$ cat src/rtl/bufft_reg_writer_if.sv
// Port bundle for the buffer-timestamp stream-to-register writer.
// The writer is the master of the register write port, so it uses the master modport.
interface bufft_reg_writer_if #(
  parameter int DATA_WIDTH   = 32,
  parameter int STREAM_WIDTH = 64,
  parameter int ADDR_WIDTH   = 8
);
  logic [STREAM_WIDTH-1:0] s_data;
  logic                    s_valid;
  logic                    s_ready;
  logic                    wr_req;
  logic [ADDR_WIDTH-1:0]   wr_addr;
  logic [DATA_WIDTH-1:0]   wr_data;
  logic                    wr_ack;
  logic                    ps_consumed;
  logic                    busy;

  modport master (
    input  s_data, s_valid, wr_ack, ps_consumed,
    output s_ready, wr_req, wr_addr, wr_data, busy
  );

  modport slave (
    output s_data, s_valid, wr_ack, ps_consumed,
    input  s_ready, wr_req, wr_addr, wr_data, busy
  );
endinterface

$ cat src/rtl/bufft_reg_writer.sv
// Splits one bufft stream beat into register words, writes them plus a fresh flag,
// then blocks further beats until the PS reports it has consumed the registers.
//
// state      | meaning
// IDLE       | s_ready high, waiting for a beat
// WRITE      | writing data words BASE_ID .. BASE_ID+NUM_WORDS-1
// FLAG       | writing 1 to the fresh-flag register
// WAIT_PS    | holding off beats until ps_consumed
module bufft_reg_writer #(
  parameter int DATA_WIDTH   = 32,
  parameter int STREAM_WIDTH = 64,
  parameter int ADDR_WIDTH   = 8,
  parameter int BASE_ID      = 0
) (
  input logic clk,
  input logic rst,
  bufft_reg_writer_if.master bus
);
  localparam int NUM_WORDS = (STREAM_WIDTH + DATA_WIDTH - 1) / DATA_WIDTH;
  localparam int PAD_WIDTH = NUM_WORDS * DATA_WIDTH;
  localparam int CNT_WIDTH = (NUM_WORDS > 1) ? $clog2(NUM_WORDS) : 1;

  localparam logic [1:0] ST_IDLE    = 2'd0;
  localparam logic [1:0] ST_WRITE   = 2'd1;
  localparam logic [1:0] ST_FLAG    = 2'd2;
  localparam logic [1:0] ST_WAIT_PS = 2'd3;

  logic [1:0]           state;
  logic [PAD_WIDTH-1:0] pending;
  logic [CNT_WIDTH-1:0] words_left;
  logic [PAD_WIDTH-1:0] beat_padded;

  // Zero-extension fills the unused top of the last word.
  assign beat_padded = PAD_WIDTH'(bus.s_data);

  always_ff @(posedge clk or posedge rst) begin
    if (rst) begin
      state       <= ST_IDLE;
      pending     <= '0;
      words_left  <= '0;
      bus.s_ready <= 1'b0;
      bus.wr_req  <= 1'b0;
      bus.wr_addr <= '0;
      bus.wr_data <= '0;
      bus.busy    <= 1'b0;
    end else begin
      case (state)
        ST_IDLE: begin
          if (bus.s_ready && bus.s_valid) begin
            state       <= ST_WRITE;
            bus.s_ready <= 1'b0;
            bus.busy    <= 1'b1;
            bus.wr_req  <= 1'b1;
            bus.wr_addr <= ADDR_WIDTH'(BASE_ID);
            bus.wr_data <= beat_padded[DATA_WIDTH-1:0];
            pending     <= beat_padded >> DATA_WIDTH;
            words_left  <= CNT_WIDTH'(NUM_WORDS - 1);
          end else begin
            bus.s_ready <= 1'b1;
          end
        end
        ST_WRITE: begin
          if (bus.wr_ack) begin
            // The flag register directly follows the last data word.
            bus.wr_addr <= bus.wr_addr + ADDR_WIDTH'(1);
            if (words_left == '0) begin
              state       <= ST_FLAG;
              bus.wr_data <= DATA_WIDTH'(1);
            end else begin
              bus.wr_data <= pending[DATA_WIDTH-1:0];
              pending     <= pending >> DATA_WIDTH;
              words_left  <= words_left - CNT_WIDTH'(1);
            end
          end
        end
        ST_FLAG: begin
          if (bus.wr_ack) begin
            state      <= ST_WAIT_PS;
            bus.wr_req <= 1'b0;
          end
        end
        ST_WAIT_PS: begin
          if (bus.ps_consumed) begin
            state       <= ST_IDLE;
            bus.s_ready <= 1'b1;
            bus.busy    <= 1'b0;
          end
        end
        default: state <= ST_IDLE;
      endcase
    end
  end
endmodule

$ cat src/flat_wrapper.sv
// flat-port wrapper written by rule: the top's interface ports become plain ports
module bufft_reg_writer_flat 
#(
  parameter int DATA_WIDTH   = 32,
  parameter int STREAM_WIDTH = 64,
  parameter int ADDR_WIDTH   = 8,
  parameter int BASE_ID      = 0
)
  (clk, rst, bus_s_data, bus_s_valid, bus_wr_ack, bus_ps_consumed, bus_s_ready, bus_wr_req, bus_wr_addr, bus_wr_data, bus_busy);
  bufft_reg_writer_if #(.DATA_WIDTH(DATA_WIDTH), .STREAM_WIDTH(STREAM_WIDTH), .ADDR_WIDTH(ADDR_WIDTH)) bus_i ();
  input logic clk;
  input logic rst;
  input wire logic [$bits(bus_i.s_data)-1:0] bus_s_data;
  input wire logic [$bits(bus_i.s_valid)-1:0] bus_s_valid;
  input wire logic [$bits(bus_i.wr_ack)-1:0] bus_wr_ack;
  input wire logic [$bits(bus_i.ps_consumed)-1:0] bus_ps_consumed;
  output wire logic [$bits(bus_i.s_ready)-1:0] bus_s_ready;
  output wire logic [$bits(bus_i.wr_req)-1:0] bus_wr_req;
  output wire logic [$bits(bus_i.wr_addr)-1:0] bus_wr_addr;
  output wire logic [$bits(bus_i.wr_data)-1:0] bus_wr_data;
  output wire logic [$bits(bus_i.busy)-1:0] bus_busy;
  assign bus_i.s_data = bus_s_data;
  assign bus_i.s_valid = bus_s_valid;
  assign bus_i.wr_ack = bus_wr_ack;
  assign bus_i.ps_consumed = bus_ps_consumed;
  assign bus_s_ready = bus_i.s_ready;
  assign bus_wr_req = bus_i.wr_req;
  assign bus_wr_addr = bus_i.wr_addr;
  assign bus_wr_data = bus_i.wr_data;
  assign bus_busy = bus_i.busy;
  bufft_reg_writer #(.DATA_WIDTH(DATA_WIDTH), .STREAM_WIDTH(STREAM_WIDTH), .ADDR_WIDTH(ADDR_WIDTH), .BASE_ID(BASE_ID)) u_core (.clk(clk), .rst(rst), .bus(bus_i));
endmodule
$ cat config.mk
export PLATFORM = sky130hd
export DESIGN_NAME = bufft_reg_writer_flat
export DESIGN_NICKNAME = d
export VERILOG_FILES = /design/src/rtl/bufft_reg_writer_if.sv /design/src/rtl/bufft_reg_writer.sv /design/src/flat_wrapper.sv
export SDC_FILE = /design/constraint.sdc
export NUM_CORES = 1
export LEC_CHECK = 0
export BUFFER_PORTS_ARGS = -buffer_cell sky130_fd_sc_hd__buf_4
export CAP_MARGIN = 10
export CORE_MARGIN = 5
export CORE_UTILIZATION = 55
export CTS_CLUSTER_SIZE = 8
export DETAILED_ROUTE_END_ITERATION = 8
export HOLD_SLACK_MARGIN = 0.15
export PLACE_DENSITY = 0.85
export SYNTH_ARGS = -nofsm -noshare
export SYNTH_HDL_FRONTEND = slang
export SYNTH_SLANG_ARGS = --single-unit
$ cat constraint.sdc
create_clock -name clk -period 6.78 [get_ports clk]
set_input_delay 1.356 -clock clk [delete_from_list [all_inputs] [get_ports clk]]
set_output_delay 1.356 -clock clk [all_outputs]
set_load 0.02 [all_outputs]
==> report_table.html, run 1 <==
<table>
<tr><th>Metric</th><th>Value</th></tr>
<tr><th colspan="2">Critical path</th></tr>
<tr><td>Delay contributed by the slowest stage of the critical path</td><td>0.89 ns</td></tr>
<tr><td>WP data arrival</td><td>3.10 ns</td></tr>
<tr><td>CP Cell Sequence</td><td>buf_4, a21boi_0, a211o_1, nand2_1, nand2_1</td></tr>
<tr><td>CP required</td><td>7.06 ns</td></tr>
<tr><td>Critical path start-end classification</td><td>primary input to flip-flop</td></tr>
<tr><td>Largest fanout of any net on the critical path</td><td>32</td></tr>
<tr><td>Cell type with the highest occurrence count on the critical path</td><td>sky130_fd_sc_hd__nand2_1</td></tr>
<tr><td>Critical path capture point type</td><td>flip-flop</td></tr>
<tr><td>Critical-path top delay cell</td><td>sky130_fd_sc_hd__a211o_1</td></tr>
<tr><td>Crit path launch type</td><td>primary input</td></tr>
<tr><th colspan="2">Clocking</th></tr>
<tr><td>Number of gates resized after cts</td><td>0</td></tr>
<tr><td>Postcts setup bufs</td><td>0</td></tr>
<tr><td>Clk slew on worst S/H paths</td><td>0.07 ns</td></tr>
<tr><td>TritonCTS clock tree</td><td>built</td></tr>
<tr><td>Number of buffers inserted for hold repair after clock tree synthesis</td><td>0</td></tr>
<tr><td>Maximum root-to-sink buffer count</td><td>2</td></tr>
<tr><td>Library cell used as clock root buffer</td><td>sky130_fd_sc_hd__clkbuf_8</td></tr>
<tr><td>Maximum level of the CTS H-tree</td><td>3</td></tr>
<tr><td>Total CTS buffers</td><td>9</td></tr>
<tr><td>Source-to-sink clock delay at the later pin of the worst-skew pair</td><td>0.35 ns</td></tr>
<tr><td>Total number of clock tree sinks</td><td>78</td></tr>
<tr><th colspan="2">Floorplan</th></tr>
<tr><td>Starting density of the core</td><td>0.557</td></tr>
<tr><td>Total core area</td><td>6720 µm²</td></tr>
<tr><td>Num rows</td><td>30</td></tr>
<tr><td>Width of the chip</td><td>between 90 and 100 µm</td></tr>
<tr><td>Total die area</td><td>8550 µm²</td></tr>
<tr><td>Total I/O pin count</td><td>approximately 110</td></tr>
<tr><td>Y dimension of the die</td><td>roughly 92 µm</td></tr>
<tr><th colspan="2">Timing</th></tr>
<tr><td>Final clock skew</td><td>approximately 0.009 ns</td></tr>
<tr><td>Highest clock rate</td><td>about 350 MHz</td></tr>
<tr><td>Setup slack of the critical path after layout</td><td>3.96 ns</td></tr>
<tr><td>Max transition margin</td><td>0.163</td></tr>
<tr><td>Number of pins exceeding their max-slew limit in the final report</td><td>0</td></tr>
<tr><td>Unrepaired setup endpoints after global routing</td><td>false</td></tr>
<tr><td>Time the worst path needs with I/O delays and setup</td><td>about 2.8 ns</td></tr>
<tr><td>Worst-margin pin slew</td><td>1.26 ns</td></tr>
<tr><td>Final setup viols</td><td>0</td></tr>
<tr><td>Share of the clock period used by the worst path after layout</td><td>0.416</td></tr>
<tr><td>Setup TNS</td><td>0 ns</td></tr>
<tr><td>Number of hold violations in the final report</td><td>0</td></tr>
<tr><th colspan="2">Yosys</th></tr>
<tr><td>Most numerous cell types in the synthesized netlist</td><td>sky130_fd_sc_hd__nand2_1 (110), sky130_fd_sc_hd__dfrtp_1 (78), sky130_fd_sc_hd__o21ai_0 (42), sky130_fd_sc_hd__a31oi_1 (33), sky130_fd_sc_hd__nand3b_1 (33)</td></tr>
<tr><td>Most common flop cell mapped by yosys</td><td>sky130_fd_sc_hd__dfrtp_1</td></tr>
<tr><td>Nets in the synthesized netlist</td><td>between 400 and 500</td></tr>
<tr><td>Flop and latch count out of synthesis</td><td>78</td></tr>
<tr><td>Unique cell type count in the Yosys netlist</td><td>32</td></tr>
<tr><td>Post-synthesis instance total</td><td>between 400 and 500</td></tr>
<tr><td>Mean instance size in the synthesized netlist</td><td>9.19 µm²</td></tr>
<tr><td>Area share of the leading cell type in the synthesized netlist</td><td>0.522</td></tr>
<tr><td>Top-count cell post-synth</td><td>sky130_fd_sc_hd__nand2_1</td></tr>
<tr><td>Area of the mapped netlist</td><td>3740 µm²</td></tr>
<tr><td>Count of yosys warnings during synthesis</td><td>0</td></tr>
<tr><td>Fraction of registers with async set or reset after synthesis</td><td>1.00</td></tr>
<tr><td>Leading cell types by total area after synthesis</td><td>sky130_fd_sc_hd__dfrtp_1 (52%), sky130_fd_sc_hd__nand2_1 (11%), sky130_fd_sc_hd__nand3b_1 (6.6%)</td></tr>
<tr><td>Cell accounting for the most synthesized area</td><td>sky130_fd_sc_hd__dfrtp_1</td></tr>
<tr><td>Number of enable flip-flop cells after synthesis</td><td>0</td></tr>
<tr><td>Sequential area share after synthesis</td><td>0.522</td></tr>
<tr><th colspan="2">Status</th></tr>
<tr><td>Outcome</td><td>finished clean</td></tr>
<tr><th colspan="2">Route</th></tr>
<tr><td>Ratio of routed vias to standard cells</td><td>5.44</td></tr>
<tr><td>Post-route ant nets</td><td>0</td></tr>
<tr><td>Vias post-DR</td><td>~3200</td></tr>
<tr><td>DRC errors left</td><td>0</td></tr>
<tr><td>Total Routed Length</td><td>8880 µm</td></tr>
<tr><td>Number of DRC violations after detailed-routing iteration 0</td><td>138</td></tr>
<tr><td>Per-cell routed wire length</td><td>15.1 µm</td></tr>
<tr><td>First-pass iteration count of the detailed router</td><td>4</td></tr>
<tr><th colspan="2">Power and ir drop</th></tr>
<tr><td>Sw frac</td><td>0.440</td></tr>
<tr><td>Worst-case vdd ir drop</td><td>around 0.22 mV</td></tr>
<tr><td>Int Pwr</td><td>1.35 mW</td></tr>
<tr><td>Standby leakage power</td><td>approximately 2.4 nW</td></tr>
<tr><td>Clock share of power</td><td>0.161</td></tr>
<tr><td>Combinational share of power</td><td>0.485</td></tr>
<tr><td>Power density over the cells</td><td>501 nW/µm²</td></tr>
<tr><td>Sequential Power Share</td><td>0.354</td></tr>
<tr><td>Switching power</td><td>about 1.1 mW</td></tr>
<tr><th colspan="2">GRT</th></tr>
<tr><td>Vias in the first global route</td><td>between 3000 and 4000</td></tr>
<tr><td>Maximum number of pins on one net before global-route repair</td><td>79</td></tr>
<tr><td>Initial antenna violation count</td><td>0</td></tr>
<tr><td>Total global routing track utilization</td><td>0.213</td></tr>
<tr><td>Total overflow reported by the global router</td><td>0</td></tr>
<tr><td>Wire length of the first global-routing pass</td><td>14600 µm</td></tr>
<tr><th colspan="2">Placed design</th></tr>
<tr><td>Worst setup timing slack at the placement stage</td><td>3.61 ns</td></tr>
<tr><td>Port buffer count</td><td>111</td></tr>
<tr><td>Cell area reported after detailed placement</td><td>4580 µm²</td></tr>
<tr><td>Detailed Place HPWL</td><td>6030 µm</td></tr>
<tr><td>Gpl congestion</td><td>around 0.81</td></tr>
<tr><th colspan="2">Final layout</th></tr>
<tr><td>Total number of nets in the final design</td><td>578</td></tr>
<tr><td>N_diodes</td><td>0</td></tr>
<tr><td>Final standard cell area without fillers</td><td>4800 µm²</td></tr>
<tr><td>Area growth from synthesis to layout</td><td>28.4%</td></tr>
<tr><td>Fill cell instance count of the final layout</td><td>539</td></tr>
<tr><td>Fraction of final layout cells with drive strength greater than 1</td><td>0.270</td></tr>
<tr><td>Finished Core Util</td><td>0.715</td></tr>
<tr><th colspan="2">Worst hold path</th></tr>
<tr><td>Type of the tightest min-delay check</td><td>flip-flop to flip-flop</td></tr>
<tr><th colspan="2">Flow run</th></tr>
<tr><td>Max capacitance violation total</td><td>0</td></tr>
</table>
==> layout by cell type (no fill, tap or decap), drive strengths merged, types with 2 or more instances in the layout <==
| cell | n |
|---|---|
| nor2 | 3 |
| bufinv | 2 |
| inv | 4 |
| nand3b | 33 |
| nand3 | 12 |
| o211ai | 2 |
| nand2b | 2 |
| nor2b | 31 |
| o21ai | 42 |
| dfrtp | 78 |
| clkbuf | 11 |
| a31oi | 33 |
| ha | 6 |
| nand2 | 110 |
| clkinv | 4 |
| a211o | 2 |
| and3 | 2 |
| or4b | 3 |
| buf | 116 |
==> routing by layer <==
metal  vias up  wire [µm]  track usage
met5         -          0            0
met4         0        191       0.0866
met3        16        499       0.0471
met2        96       4460        0.362
met1      1499       3730        0.262
li1       1585          -            -
==> metrics by stage <==
step | cells | hold slack, ns | total power [mW]
after floorplan | 407 | 0.430 | 1.66
after global placement | 572 | 0.443 | 1.98
after detailed placement | 572 | 0.453 | 2.04
after CTS | 588 | 0.470 | 2.42
after global routing | 588 | 0.497 | 2.60
final | 588 | 0.468 | 2.41
==> flip-flops by register name, summed over array words and instances, names as in the netlist <==
| signal | flops |
|---|---|
| u_core.bus.busy | 1 |
| u_core.bus.s_ready | 1 |
| u_core.bus.wr_addr | 8 |
| u_core.bus.wr_data | 32 |
| u_core.bus.wr_req | 1 |
| u_core.pending | 32 |
| u_core.state | 2 |
| u_core.words_left | 1 |
==> area by class of cell <==
class	count	area, µm²	share of cell area
well taps	80	100	0.0208
multi-input cells	293	1640	0.341
repair buffers	116	871	0.181
inverters	5	20.0	0.00417
clock buffers	11	141	0.0294
clock inverters	5	82.6	0.0172
flip-flops and latches	78	1950	0.406
==> cell families after synthesis <==
group,synth area share
simple gates,0.270
compound gates,0.139
flops,0.522
buf+inv,0.0431
fa+ha+maj,0.0201
mux,0.00569
==> path summary, 6_finish.rpt <==
kind,from,end,slack (ns),cells after the start
min in group asynchronous,rst,u_core.pending[15]$_DFFE_PP0P_,1.28,3
hold / removal,u_core.pending[29]$_DFFE_PP0P_,u_core.pending[29]$_DFFE_PP0P_,0.47,2
setup reg to reg,u_core.state[1]$_DFFE_PP0P_,u_core.bus.wr_data[6]$_DFFE_PP0P_,4.03,7
max in group asynchronous,rst,u_core.pending[2]$_DFFE_PP0P_,4.82,3
setup / recovery,bus_s_valid,u_core.pending[30]$_DFFE_PP0P_,3.96,5
hold reg to reg,u_core.pending[29]$_DFFE_PP0P_,u_core.pending[29]$_DFFE_PP0P_,0.47,2
==> worst max-delay path, delay by kind of cell <==
| kind | cells | cell delay, ns |
|---|---|---|
| compound gates | 2 | 1.37 |
| buf+inv | 1 | 0.13 |
| simple gates | 2 | 0.25 |
==> power groups by stage <==
stage / clock network [mW] / logic, mW / registers, mW
6_report: 0.387 / 1.17 / 0.852
5_1_grt: 0.416 / 1.31 / 0.879
4_1_cts: 0.394 / 1.18 / 0.848
3_5_place_dp: 0 / 1.18 / 0.856
3_3_place_gp: 0 / 1.13 / 0.844
2_1_floorplan: 0 / 0.735 / 0.929
No activity file was read; power rests on OpenSTA's default activity.
==> inputs of run 2 (changes only) <==
--- a/config.mk
+++ b/config.mk
@@ -8,11 +8,11 @@
 export BUFFER_PORTS_ARGS = -buffer_cell sky130_fd_sc_hd__buf_4
 export CAP_MARGIN = 10
 export CORE_MARGIN = 5
-export CORE_UTILIZATION = 55
+export CORE_UTILIZATION = 47
 export CTS_CLUSTER_SIZE = 8
 export DETAILED_ROUTE_END_ITERATION = 8
 export HOLD_SLACK_MARGIN = 0.15
-export PLACE_DENSITY = 0.85
+export PLACE_DENSITY = 0.78
 export SYNTH_ARGS = -nofsm -noshare
 export SYNTH_HDL_FRONTEND = slang
 export SYNTH_SLANG_ARGS = --single-unit
==> constraint.sdc (replaced) <==
create_clock -name clk -period 2.3 [get_ports clk]
set_input_delay 0.46 -clock clk [delete_from_list [all_inputs] [get_ports clk]]
set_output_delay 0.46 -clock clk [all_outputs]
set_load 0.02 [all_outputs]
==> run 2 against run 1 <==
Against the previous run:
- first-iteration DRC count rose by 4.3%
- sequential share of layout area fell by 1.0 points
- non-clock buffer count rose by 7
- largest cell class unchanged
==> report_table.html, run 2 (synthesized netlist as in run 1, its figures left out) <==
<table>
<tr><th>Metric</th><th>Value</th></tr>
<tr><th colspan="2">Critical path</th></tr>
<tr><td>Reg2reg path depth</td><td>7 (unchanged)</td></tr>
<tr><td>Worst r2r src</td><td>u_core.state[1]$_DFFE_PP0P_ (unchanged)</td></tr>
<tr><td>Largest fanout of any net on the critical path</td><td>42 (was 32)</td></tr>
<tr><td>WP data arrival</td><td>2.37 ns (was 3.10 ns)</td></tr>
<tr><td>Critical path start-end classification</td><td>flip-flop to flip-flop (was primary input to flip-flop)</td></tr>
<tr><td>Critical path capture point type</td><td>flip-flop (unchanged)</td></tr>
<tr><td>CP required</td><td>2.55 ns (was 7.06 ns)</td></tr>
<tr><td>Reg2Reg Setup Slack</td><td>0.18 ns (was 4.03 ns)</td></tr>
<tr><td>Crit path launch type</td><td>flip-flop (was primary input)</td></tr>
<tr><td>R2r endpoint</td><td>u_core.bus.wr_data[8]$_DFFE_PP0P_ (was u_core.bus.wr_data[6]$_DFFE_PP0P_)</td></tr>
<tr><th colspan="2">Timing</th></tr>
<tr><td>Final setup viols</td><td>0 (unchanged)</td></tr>
<tr><td>Number of hold violations in the final report</td><td>0 (unchanged)</td></tr>
<tr><td>Setup TNS</td><td>0 ns (unchanged)</td></tr>
<tr><td>Time the worst path needs with I/O delays and setup</td><td>2.12 ns</td></tr>
<tr><td>Worst-margin pin slew</td><td>0.420 ns (was 1.26 ns)</td></tr>
<tr><td>Share of the clock period used by the worst path after layout</td><td>0.920</td></tr>
<tr><td>Minimum hold slack</td><td>0.236 ns (was 0.468 ns)</td></tr>
<tr><td>Unrepaired setup endpoints after global routing</td><td>false (unchanged)</td></tr>
<tr><td>Setup slack of the critical path after layout</td><td>0.185 ns (was 3.96 ns)</td></tr>
<tr><td>Max transition margin</td><td>0.720 (was 0.163)</td></tr>
<tr><td>Highest clock rate</td><td>473 MHz</td></tr>
<tr><td>Number of pins exceeding their max-slew limit in the final report</td><td>0 (unchanged)</td></tr>
<tr><td>Final clock skew</td><td>0.00673 ns (was 0.00900 ns)</td></tr>
<tr><th colspan="2">Placed design</th></tr>
<tr><td>Worst setup timing slack at the placement stage</td><td>0.170 ns (was 3.61 ns)</td></tr>
<tr><td>Cell area reported after detailed placement</td><td>4690 µm² (was 4580 µm²)</td></tr>
<tr><td>Detailed Place HPWL</td><td>6170 µm (was 6030 µm)</td></tr>
<tr><td>Port buffer count</td><td>111 (unchanged)</td></tr>
<tr><td>Placed Cells incl. Taps</td><td>601 (was 572)</td></tr>
<tr><td>Gpl congestion</td><td>0.857 (was 0.807)</td></tr>
<tr><th colspan="2">Power and ir drop</th></tr>
<tr><td>Switching power</td><td>3.10 mW (was 1.06 mW)</td></tr>
<tr><td>Power, Total</td><td>7.29 mW (was 2.41 mW)</td></tr>
<tr><td>Standby leakage power</td><td>2.42 nW (was 2.38 nW)</td></tr>
<tr><td>Power density over the cells</td><td>1480 nW/µm² (was 501 nW/µm²)</td></tr>
<tr><td>Worst-case vdd ir drop</td><td>0.789 mV (was 0.219 mV)</td></tr>
<tr><td>Combinational share of power</td><td>0.503 (was 0.485)</td></tr>
<tr><td>Clock share of power</td><td>0.165 (was 0.161)</td></tr>
<tr><td>Sequential Power Share</td><td>0.332 (was 0.354)</td></tr>
<tr><td>Sw frac</td><td>0.426 (was 0.440)</td></tr>
<tr><td>Int Pwr</td><td>4.19 mW (was 1.35 mW)</td></tr>
<tr><th colspan="2">GRT</th></tr>
<tr><td>Vias in the first global route</td><td>3122 (was 3063)</td></tr>
<tr><td>Initial antenna violation count</td><td>0 (unchanged)</td></tr>
<tr><td>Total global routing track utilization</td><td>0.186 (was 0.213)</td></tr>
<tr><td>Maximum number of pins on one net before global-route repair</td><td>79 (unchanged)</td></tr>
<tr><td>Wire length of the first global-routing pass</td><td>15000 µm (was 14600 µm)</td></tr>
<tr><td>Total overflow reported by the global router</td><td>0 (unchanged)</td></tr>
<tr><th colspan="2">Worst hold path</th></tr>
<tr><td>Type of the tightest min-delay check</td><td>primary input to asynchronous set/reset pin (was flip-flop to flip-flop)</td></tr>
<tr><th colspan="2">Final layout</th></tr>
<tr><td>N_diodes</td><td>0 (unchanged)</td></tr>
<tr><td>Commonest non-fill, non-tap cells in the layout</td><td>sky130_fd_sc_hd__buf_4 (121), sky130_fd_sc_hd__nand2_1 (110), sky130_fd_sc_hd__dfrtp_1 (78), sky130_fd_sc_hd__o21ai_0 (42) (was sky130_fd_sc_hd__buf_4 (116), sky130_fd_sc_hd__nand2_1 (110), sky130_fd_sc_hd__dfrtp_1 (78), sky130_fd_sc_hd__o21ai_0 (42))</td></tr>
<tr><td>Total number of nets in the final design</td><td>585 (was 578)</td></tr>
<tr><td>Area growth from synthesis to layout</td><td>31.7% (was 28.4%)</td></tr>
<tr><td>Fraction of final layout cells with drive strength greater than 1</td><td>0.280 (was 0.270)</td></tr>
<tr><td>Final standard cell area without fillers</td><td>4930 µm² (was 4800 µm²)</td></tr>
<tr><td>Finished Core Util</td><td>0.637 (was 0.715)</td></tr>
<tr><td>Most common cell after layout, fill and taps aside</td><td>sky130_fd_sc_hd__buf_4 (unchanged)</td></tr>
<tr><td>Largest registers</td><td>u_core.bus.wr_data: 32 flops, u_core.pending: 32 flops, u_core.bus.wr_addr: 8 flops (unchanged)</td></tr>
<tr><td>Cell Count, Final, Fillers Out</td><td>617 (was 588)</td></tr>
<tr><th colspan="2">Route</th></tr>
<tr><td>Post-route ant nets</td><td>0 (unchanged)</td></tr>
<tr><td>First-pass iteration count of the detailed router</td><td>4 (unchanged)</td></tr>
<tr><td>Vias post-DR</td><td>3204 (was 3196)</td></tr>
<tr><td>Ratio of routed vias to standard cells</td><td>5.19 (was 5.44)</td></tr>
<tr><td>Per-cell routed wire length</td><td>14.5 µm (was 15.1 µm)</td></tr>
<tr><td>DRC errors left</td><td>0 (unchanged)</td></tr>
<tr><td>Total Routed Length</td><td>8970 µm (was 8880 µm)</td></tr>
<tr><td>Number of DRC violations after detailed-routing iteration 0</td><td>144 (was 138)</td></tr>
<tr><th colspan="2">Clocking</th></tr>
<tr><td>Total number of clock tree sinks</td><td>78 (unchanged)</td></tr>
<tr><td>TritonCTS clock tree</td><td>built (unchanged)</td></tr>
<tr><td>Postcts setup bufs</td><td>0 (unchanged)</td></tr>
<tr><td>Total CTS buffers</td><td>9 (unchanged)</td></tr>
<tr><td>Library cell used as clock root buffer</td><td>sky130_fd_sc_hd__clkbuf_8 (unchanged)</td></tr>
<tr><td>Clk slew on worst S/H paths</td><td>0.08 ns (was 0.07 ns)</td></tr>
<tr><td>Maximum root-to-sink buffer count</td><td>2 (unchanged)</td></tr>
<tr><td>Source-to-sink clock delay at the later pin of the worst-skew pair</td><td>0.34 ns (was 0.35 ns)</td></tr>
<tr><td>Maximum level of the CTS H-tree</td><td>3 (unchanged)</td></tr>
<tr><td>Number of buffers inserted for hold repair after clock tree synthesis</td><td>0 (unchanged)</td></tr>
<tr><td>Number of gates resized after cts</td><td>0 (unchanged)</td></tr>
<tr><th colspan="2">Floorplan</th></tr>
<tr><td>Total core area</td><td>7730 µm² (was 6720 µm²)</td></tr>
<tr><td>Total die area</td><td>9840 µm² (was 8550 µm²)</td></tr>
<tr><td>Starting density of the core</td><td>0.484 (was 0.557)</td></tr>
<tr><td>Width of the chip</td><td>99.2 µm (was 92.5 µm)</td></tr>
<tr><td>Total I/O pin count</td><td>112 (unchanged)</td></tr>
<tr><td>Num rows</td><td>32 (was 30)</td></tr>
<tr><td>Y dimension of the die</td><td>99.2 µm (was 92.5 µm)</td></tr>
<tr><th colspan="2">Status</th></tr>
<tr><td>Outcome</td><td>finished clean (unchanged)</td></tr>
<tr><th colspan="2">Flow run</th></tr>
<tr><td>Max capacitance violation total</td><td>0 (unchanged)</td></tr>
</table>
## run 2: cell type report
| cell class | count | area [µm²] |
|---|---|---|
| Clock buffer | 10 | 128 |
| Tap cell | 102 | 128 |
| Timing Repair Buffer | 123 | 948 |
| Inverter | 5 | 22.5 |
| Multi-Input combinational cell | 293 | 1640 |
| Clock inverter | 6 | 110 |
| Fill cell | 664 | 2800 |
| Sequential cell | 78 | 1950 |
## run 2: power by group through the flow
| stage | Clock, mW | Sequential (mW) | Combinational (mW) |
|---|---|---|---|
| finish | 1.20 | 2.42 | 3.67 |
| detailed placement | 0 | 2.44 | 3.71 |
| CTS | 1.23 | 2.42 | 3.73 |
| global placement | 0 | 2.42 | 3.59 |
| global route | 1.30 | 2.50 | 4.10 |
| floorplan | 0 | 2.74 | 2.17 |
## run 2: worst max-delay path: stages (launching register included)
cell and delay, ns:
sky130_fd_sc_hd__dfrtp_1 0.42, sky130_fd_sc_hd__inv_1 0.12, sky130_fd_sc_hd__ha_1 0.38, sky130_fd_sc_hd__a21bo_2 0.31, sky130_fd_sc_hd__o211ai_4 0.18, sky130_fd_sc_hd__buf_4 0.41, sky130_fd_sc_hd__nand2_1 0.11, sky130_fd_sc_hd__o21ai_0 0.09
## run 2: how the worst max path moves through the flow
stage          cells after the start                         from  slack (ns)                                 end
2_1_floorplan                      7  u_core.state[0]$_DFFE_PP0P_        0.56   u_core.bus.wr_addr[5]$_DFFE_PP0P_
3_3_place_gp                       6  u_core.state[0]$_DFFE_PP0P_        0.31  u_core.bus.wr_data[16]$_DFFE_PP0P_
3_5_place_dp                       6  u_core.state[1]$_DFFE_PP0P_        0.17  u_core.bus.wr_data[10]$_DFFE_PP0P_
4_1_cts                            7  u_core.state[1]$_DFFE_PP0P_        0.16   u_core.bus.wr_data[8]$_DFFE_PP0P_
5_1_grt                            6  u_core.state[1]$_DFFE_PP0P_        0.03  u_core.bus.wr_data[21]$_DFFE_PP0P_
6_report                           7  u_core.state[1]$_DFFE_PP0P_        0.18   u_core.bus.wr_data[8]$_DFFE_PP0P_
## run 2: per-layer routing
layer / routed length [µm] / track usage
met5: 0 / 0
met2: 4430 / 0.306
met1: 3840 / 0.240
met3: 528 / 0.0330
met4: 181 / 0.0861
